### config.mk
export PLATFORM = sky130hd
export DESIGN_NAME = mem_port_arbiter
export DESIGN_NICKNAME = d
export VERILOG_FILES = /design/src/rtl/mem_port_arbiter.sv
export SDC_FILE = /design/constraint.sdc
export NUM_CORES = 1
export LEC_CHECK = 0
export CAP_MARGIN = 40
export CELL_PAD_IN_SITES_DETAIL_PLACEMENT = 1
export CELL_PAD_IN_SITES_GLOBAL_PLACEMENT = 1
export CORE_ASPECT_RATIO = 1.2
export CORE_MARGIN = 2
export CORE_UTILIZATION = 39
export CTS_CLUSTER_DIAMETER = 80
export CTS_CLUSTER_SIZE = 8
export DETAILED_ROUTE_END_ITERATION = 8
export GPL_TIMING_DRIVEN = 0
export PLACE_DENSITY = 0.79
export SETUP_SLACK_MARGIN = 0.4
export SLEW_MARGIN = 15
export SYNTH_ARGS = -nofsm -noshare
export SYNTH_HDL_FRONTEND = slang
export SYNTH_SLANG_ARGS = --single-unit
### constraint.sdc
create_clock -name clk -period 5.3 [get_ports clk]
set_input_delay 1.59 -clock clk [delete_from_list [all_inputs] [get_ports clk]]
set_output_delay 1.59 -clock clk [all_outputs]
set_load 0.1 [all_outputs]
### src/rtl/mem_port_arbiter.sv
// Round-robin arbiter that serialises 1/2/4-byte read and write requests from
// N_PORTS requesters onto a byte-wide memory port with one-cycle read latency.
module mem_port_arbiter #(
    parameter int                 N_PORTS    = 2,
    parameter logic [N_PORTS-1:0] FLUSH_MASK = {{(N_PORTS-1){1'b0}}, 1'b1}
) (
    input  logic                    clk,
    input  logic                    rst,
    input  logic                    rdy,
    input  logic                    flush,
    input  logic [N_PORTS-1:0]      req_valid,
    input  logic [N_PORTS-1:0]      req_wr,
    input  logic [2*N_PORTS-1:0]    req_size,
    input  logic [32*N_PORTS-1:0]   req_addr,
    input  logic [32*N_PORTS-1:0]   req_wdata,
    output logic [N_PORTS-1:0]      resp_done,
    output logic [31:0]             resp_data,
    input  logic [7:0]              mem_din,
    output logic [7:0]              mem_dout,
    output logic [31:0]             mem_a,
    output logic                    mem_wr,
    input  logic                    io_buffer_full
);
    localparam int IW = $clog2(N_PORTS);

    typedef enum logic [1:0] {IDLE, READ, WRITE} state_t;

    state_t             state, state_n;
    logic [IW-1:0]      last_grant, gnt, pick;
    logic               any_elig;
    logic [N_PORTS-1:0] eligible;
    logic [31:0]        addr_q, wdata_q, rd_acc, rd_merge;
    logic [2:0]         len_q, cnt_q;
    logic               replay_q, replay_n;
    logic [N_PORTS-1:0] done_q;
    logic               done_rd_q;
    logic               grant_en, cnt_inc, capture, finish;
    logic               io_hold;

    function automatic logic [2:0] size_to_len(input logic [1:0] sz);
        case (sz)
            2'b00:   return 3'd1;
            2'b01:   return 3'd2;
            default: return 3'd4;
        endcase
    endfunction

    // A port whose completion is being pulsed this cycle is not eligible again yet.
    assign eligible = req_valid & ~done_q;
    assign io_hold  = (addr_q[17:16] == 2'b11) && io_buffer_full;

    always_comb begin
        int            idx;
        logic [IW-1:0] ix;
        pick     = last_grant;
        any_elig = 1'b0;
        idx      = 0;
        ix       = '0;
        for (int off = 1; off <= N_PORTS; off++) begin
            idx = (int'(last_grant) + off) % N_PORTS;
            ix  = IW'(idx);
            if (!any_elig && eligible[ix]) begin
                any_elig = 1'b1;
                pick     = ix;
            end
        end
    end

    // Byte returned by memory belongs to the address issued one cycle earlier.
    always_comb begin
        rd_merge = rd_acc;
        case (cnt_q)
            3'd1:    rd_merge[7:0]   = mem_din;
            3'd2:    rd_merge[15:8]  = mem_din;
            3'd3:    rd_merge[23:16] = mem_din;
            3'd4:    rd_merge[31:24] = mem_din;
            default: ;
        endcase
    end

    always_comb begin
        state_n  = state;
        grant_en = 1'b0;
        cnt_inc  = 1'b0;
        capture  = 1'b0;
        finish   = 1'b0;
        replay_n = replay_q;
        mem_a    = '0;
        mem_dout = '0;
        mem_wr   = 1'b0;
        case (state)
            IDLE: begin
                if (rdy && any_elig) begin
                    grant_en = 1'b1;
                    state_n  = req_wr[pick] ? WRITE : READ;
                end
            end
            READ: begin
                // After a stall the byte whose data was lost is issued again first.
                mem_a = (replay_q && rdy) ? addr_q + 32'(cnt_q) - 32'd1
                                          : addr_q + 32'(cnt_q);
                if (!rdy) begin
                    if (cnt_q != 3'd0) replay_n = 1'b1;
                end else if (flush && FLUSH_MASK[gnt]) begin
                    state_n  = IDLE;
                    replay_n = 1'b0;
                end else if (replay_q) begin
                    replay_n = 1'b0;
                end else begin
                    capture = (cnt_q != 3'd0);
                    if (cnt_q == len_q) begin
                        state_n = IDLE;
                        finish  = 1'b1;
                    end else begin
                        cnt_inc = 1'b1;
                    end
                end
            end
            WRITE: begin
                mem_a    = addr_q + 32'(cnt_q);
                mem_dout = wdata_q[{cnt_q[1:0], 3'b000} +: 8];
                if (rdy && !io_hold) begin
                    mem_wr = 1'b1;
                    if (cnt_q == len_q - 3'd1) begin
                        state_n = IDLE;
                        finish  = 1'b1;
                    end else begin
                        cnt_inc = 1'b1;
                    end
                end
            end
            default: state_n = IDLE;
        endcase
    end

    always_ff @(posedge clk or posedge rst) begin
        if (rst) state <= IDLE;
        else     state <= state_n;
    end

    always_ff @(posedge clk or posedge rst) begin
        if (rst) begin
            last_grant <= IW'(N_PORTS - 1);
            gnt        <= '0;
            cnt_q      <= '0;
            replay_q   <= 1'b0;
            done_q     <= '0;
            done_rd_q  <= 1'b0;
            resp_data  <= '0;
        end else begin
            replay_q <= replay_n;
            if (rdy) begin
                done_q    <= '0;
                done_rd_q <= 1'b0;
                if (grant_en) begin
                    last_grant <= pick;
                    gnt        <= pick;
                    cnt_q      <= '0;
                end else if (cnt_inc) begin
                    cnt_q <= cnt_q + 3'd1;
                end else if (state_n == IDLE) begin
                    cnt_q <= '0;
                end
                if (finish) begin
                    done_q[gnt] <= 1'b1;
                    done_rd_q   <= (state == READ);
                    resp_data   <= (state == READ) ? rd_merge : '0;
                end
            end
        end
    end

    always_ff @(posedge clk) begin
        if (rdy) begin
            if (grant_en) begin
                addr_q  <= req_addr[32*pick +: 32];
                wdata_q <= req_wdata[32*pick +: 32];
                len_q   <= size_to_len(req_size[2*pick +: 2]);
                rd_acc  <= '0;
            end else if (capture) begin
                rd_acc <= rd_merge;
            end
        end
    end

    // A flush landing on a masked port's read completion still kills the pulse.
    assign resp_done = (done_rd_q && flush) ? (done_q & ~FLUSH_MASK) : done_q;

endmodule
## Word level (Yosys, flattened, before mapping)

Cells that the tools add are included.
W data, S select, Z words.

- Mux-type cells: 63
- $add $sub $neg: 6
- Reductions and logical operators: 22
- Shifts and indexed selects: 4
- Divide/modulo/power cells: 0
- Multipliers: 0
- $lt $le $gt $ge: 5
- Equality and inequality tests: 10
- Bitwise operators: 2

Operators by type and width:

| kind | number |
|---|---|
| $shiftx A64 B7 Y32 | 2 |
| $mux W32 | 3 |
| $pmux W32 S2 | 1 |
| $mux W8 | 5 |
| $mux W1 | 37 |
| $add A32 B3 Y32 | 1 |
| $shiftx A32 B6 Y8 | 1 |
| $sub A32 B1 Y32 const B | 1 |
| $mux W2 | 9 |
| $reduce_and A2 Y1 | 5 |
| $mux W3 | 3 |
| $logic_and A1 B1 Y1 | 8 |
| $lt A1 B2 Y1 const B | 4 |
| $eq A3 B2 Y1 const B | 2 |
| $eq A3 B3 Y1 | 2 |
| $logic_not A2 Y1 | 3 |
| $pmux W2 S3 | 1 |
| $pmux W3 S2 | 1 |
| $reduce_bool A3 Y1 | 2 |
| $eq A2 B1 Y1 const B | 2 |
| $eq A2 B2 Y1 const B | 2 |
| $pmux W1 S2 | 2 |
| $reduce_bool A2 Y1 | 2 |
| $shiftx A4 B3 Y2 | 1 |
| 10 further kinds | 12 |

- Bits in latches: 0
- Bits in writable memories: 0
- Logic and storage cells: 124
- ROM bits: 0
- Memories kept: 0
- Register bits: 142

## Logic depth before layout (Yosys ltp)

- Depth after elaboration: 17
- Depth in mapped cells: 13
- Depth with buffers taken out: 12

## Worst setup path after synthesis

Ideal clock, no wire load.

- Path kind: input -> output
- From: input rdy
- To: output mem_a[27]
- Data arrival time: 5546 ps
- Stages on the path: 9
- Path slack: -1836 ps
- Cells stage by stage: clkbuf_1 nand2_1 nor2_1 nand3_1 nor3_1 clkbuf_1 nand3b_1 o21a_1 o32ai_1

- Longest elaborated chain between the ends: 3

RTL lines:

| what | RTL line | source |
|---|---|---|
| start, declared | 9 | `input logic rdy,` |
| $logic_and A1 B1 Y1 | 100 | `mem_a = (replay_q && rdy) ? addr_q + 32'(cnt_q) - 32'd1` |
| $mux W32 | 100 |  |
| $pmux W32 S2 | 91 | `case (state)` |
| end, declared | 20 | `output logic [31:0] mem_a,` |

No other way between the ends.

## Worst setup path after layout

- From: register addr_q[0]
- To: output mem_a[29]

- Longest elaborated chain between the ends: 4

RTL lines:

| what | RTL line | source |
|---|---|---|
| start, declared | 32 | `logic [31:0] addr_q, wdata_q, rd_acc, rd_merge;` |
| start signal, assigned | 176 | `addr_q <= req_addr[32*pick +: 32];` |
| $add A32 B3 Y32 (*) | 100, 101, 120 |  |
| $sub A32 B1 Y32 | 100 |  |
| $mux W32 | 100 |  |
| $pmux W32 S2 (*) | 91 |  |

Every way passes the cells marked *; elsewhere a longest branch is shown, timed or not.

==> summary.md <==
| Metric | Value |
|---|---|
| Die Y | `169.3 um` |
| Switching part of the total | `0.4582` |
| Synth area leaders | `edfxtp_1 (33%), dfrtp_1 (12%), mux2_2 (9.5%)` |
| Worst-Margin Slew | `0.9014 ns` |
| CTS tree | `done` |
| Port buffer count | `223` |
| Cell-internal power | `3.766 mW` |
| Synth cell count leaders | `edfxtp_1 (99), mux2_2 (75), nand2_1 (74)` |
| Min Tclk post-route | `5.761 ns` |
| Flop pwr share | `0.240` |
| Crit Path Class | `reg2out` |
| Via count | `9016` |
| Worst Setup EP | `mem_a[29]` |
| Vias per Instance | `6.214` |
| LEAKAGE | `5.637 nW` |
| Post-route DRC | `0` |
| Max cap viols | `0` |
| Final Cycle Share | `1.087` |
| Most used DFF post-synth | `edfxtp_1` |
| VDD IR-drop max | `0.0003128 V` |
| YS warnings | `0` |
| Footprint of the multi-input gates | `5567 um^2` |
| Fin Hold WS | `0.4878 ns` |
| Dpl ws | `-1.403 ns` |
| Wire length per cell | `29.89 um` |
| Nets@finish | `1322` |
| Post-synth EDFFs | `99` |
| Initial antenna violation count | `3` |
| Post-DRT Antenna Nets | `0` |
| PwrDens | `466.8 nW/um^2` |
| Reg2reg setup slack | `2.18 ns` |
| Clock Latency Late Sink | `0.44 ns` |
| Relative slew margins | `0.3991` |
| Placed cell areas | `13190 um^2` |
| Root Driver | `clkbuf_16` |
| Maximum clock rate | `173.6 MHz` |
| Critical path's most frequent cell | `buf_6` |
| Starting density of the core | `0.3969` |
| Dpl hpwl | `26620 um` |
| Sum Neg Setup Slack | `-5.267 ns` |
| Yosys cell types | `82` |
| Detailed Route Iter0 Violations | `726` |
| Core area | `22370 um^2` |
| CP Launch Point | `addr_q[0]$_DFFE_PP_` |
| Final std cells w/o fill | `1451` |
| Share of layout cells above drive strength 1 | `0.3621` |
| CP startpoint kind | `flop` |
| # fillers | `2155` |
| Top-area cell type share of the netlist area | `0.3348` |
| RePlAce Congestion | `0.8654` |
| Min setup slack post-route | `-0.4613 ns` |
| CTS HTree Levels | `4` |
| CTS buffer count | `17` |
| Clock sink count | `142` |
| CP Cell Sequence | `ha_4 > inv_2 > fa_2 > buf_6 > buf_6 > nor2b_4 > o21ai_4 > nor3_4 > xnor2_2 > nand4_1 > nand3b_1 > buf_6 > buf_6 > o21a_4 > o32ai_4 > buf_12` |
| Worst Skew | `0.02001 ns` |
| Share of power burned in combinational logic | `0.577` |
| Failing checks | `negative setup slack` |
| Die area | `23990 um^2` |
| Crit-path slowest cell | `edfxtp_1` |
| Seq/Total Area, Yosys | `0.4562` |
| Pwr Total | `6.951 mW` |
| RSZ-0062 raised after global routing | `yes` |
| Clk pwr share | `0.183` |
| Placed cells | `1397` |
| Final Max Tran Viols | `0` |
| Hold Vio Cnt, Final | `0` |
| Sw Pwr | `3.185 mW` |
| Mean Syn Cell Area | `10.91 um^2` |
| Worst Path Arrival | `4.17 ns` |
| Net count after synthesis | `978` |
| Origin of the worst min-delay path | `resp_data[15]$_DFFE_PP0P_` |
| Crit Path Max Fanout | `6` |
| Clk slew on worst S/H paths | `0.09 ns` |
| R2R cell count | `10` |
| CTS Hold Bufs | `0` |
| FF+latch area | `4054 um^2` |
| RR Startpoint | `cnt_q[0]$_DFFE_PP0P_` |
| Core Util, Final | `0.6656` |
| Synth Instances | `814` |
| Total GRT Usage | `0.3278` |
| Outcome | `finished, violations left` |
| CP Data Required Time | `3.71 ns` |
| # IOs | `224` |
| Final Routed Wirelength | `43370 um` |
| CP Capture Type | `output port` |
| Netlist Area Pre-Place | `8879 um^2` |
| Remaining global-route overflow | `0` |
| DIE WIDTH | `141.7 um` |
| Reg2reg end | `resp_data[18]$_DFFE_PP0P_` |
| Post-synth top area cell | `edfxtp_1` |
| FFs w/ async S/R, synth | `0.3028` |
| CP max stage delay | `0.49 ns` |
| Final setup vio count | `21` |
| Path category of the worst min-delay check | `reg2reg` |
| # rows | `60` |
| Most frequent cell after synthesis | `edfxtp_1` |
| Vias in the first global route | `9641` |
| Area growth syn-to-layout | `67.71%` |
| Clock buffer depth | `2` |
| Fin area | `14890 um^2` |
| Drt first pass iters | `5` |
| Flops & latches, synth | `142` |
| First-pass GRT wire length | `58860 um` |
| Largest net degree at the start of global routing | `44` |
worst max-delay path: cells and delay by family, from the launching register on:
kind | cells | cell delay (ns)
and+or+nand+nor | 4 | 0.99
adders and majority gates | 2 | 0.58
DFF | 1 | 0.49
AOI/OAI and AO/OA | 3 | 0.65
xor gates and xnor gates | 1 | 0.22
buffers and inverters | 6 | 0.79
worst min-delay path by stage:
stage	end	slack, ns	depth (start not counted)
floorplan	done_q[0]$_DFFE_PP0P_	0.46	1
global placement	resp_data[0]$_DFFE_PP0P_	0.46	2
detailed placement	resp_data[24]$_DFFE_PP0P_	0.47	2
CTS	resp_data[24]$_DFFE_PP0P_	0.48	2
global route	resp_data[15]$_DFFE_PP0P_	0.52	2
finish	resp_data[15]$_DFFE_PP0P_	0.49	2
state kept, by name (all words and copies together) (netlist names):
signal	count
done_rd_q	1
resp_data	32
len_q	3
rd_acc	32
last_grant	1
done_q	2
wdata_q	32
replay_q	1
gnt	1
cnt_q	3
addr_q	32
state	2
cell families after synthesis:
kind of cell / share of synthesized area
buf+inv: 0.03537
compound gates: 0.1271
simple gates: 0.1664
flops: 0.4562
mux: 0.1475
fa+ha+maj: 0.02198
xor+xnor: 0.04538
repair_timing:
action	CTS	global route
gates resized for setup	149	66
setup endpoints to repair	41	35
setup buffers	35	16
cloned	0	1
pin swaps	37	35
power groups by stage:
stage | clock network, mW | logic, mW | registers (mW)
finish | 1.27 | 4.01 | 1.67
global route | 1.32 | 4.13 | 1.68
CTS | 1.25 | 3.77 | 1.64
detailed placement | 0 | 3.63 | 1.66
global placement | 0 | 2.98 | 1.66
floorplan | 0 | 2.01 | 1.83
final cells by class:
type	instances	area share
sequential	142	0.2722
inverter	27	0.006806
multi-input combinational	598	0.3738
tap	279	0.02344
clock inverter	13	0.01017
antenna	1	0.0001681
buffer	47	0.01765
clock buffer	19	0.03050
timing repair buffer	325	0.2652
cell usage in the layout (no fill, tap or decap), drive strengths merged, types with 5 or more instances in the layout:
cell type	netlist	routed
dfrtp	42	42
nor2	49	49
mux4	8	8
clkbuf	32	53
ha	14	14
xnor2	25	25
nand4	11	11
o21ai	28	28
a21oi	16	16
and4	7	7
o22ai	13	13
edfxtp	99	99
and2	27	27
mux2	76	76
nand2	74	74
o21a	8	8
o31ai	27	27
and3	8	8
buf	15	147
nor4	10	10
inv	25	30
a2bb2oi	5	5
nor3	15	15
xor2	21	21
clkinv	2	6
mux2i	27	27
clkdlybuf4s50	0	190
nand3	26	26
nor2b	21	21
o211ai	8	8
metal layers:
layer	track usage	wire (um)
met1	0.3686	14880
met4	0.1713	3106
met3	0.04712	2557
met2	0.5994	22800
met5	0	27
(Power assumes the default switching activity.)
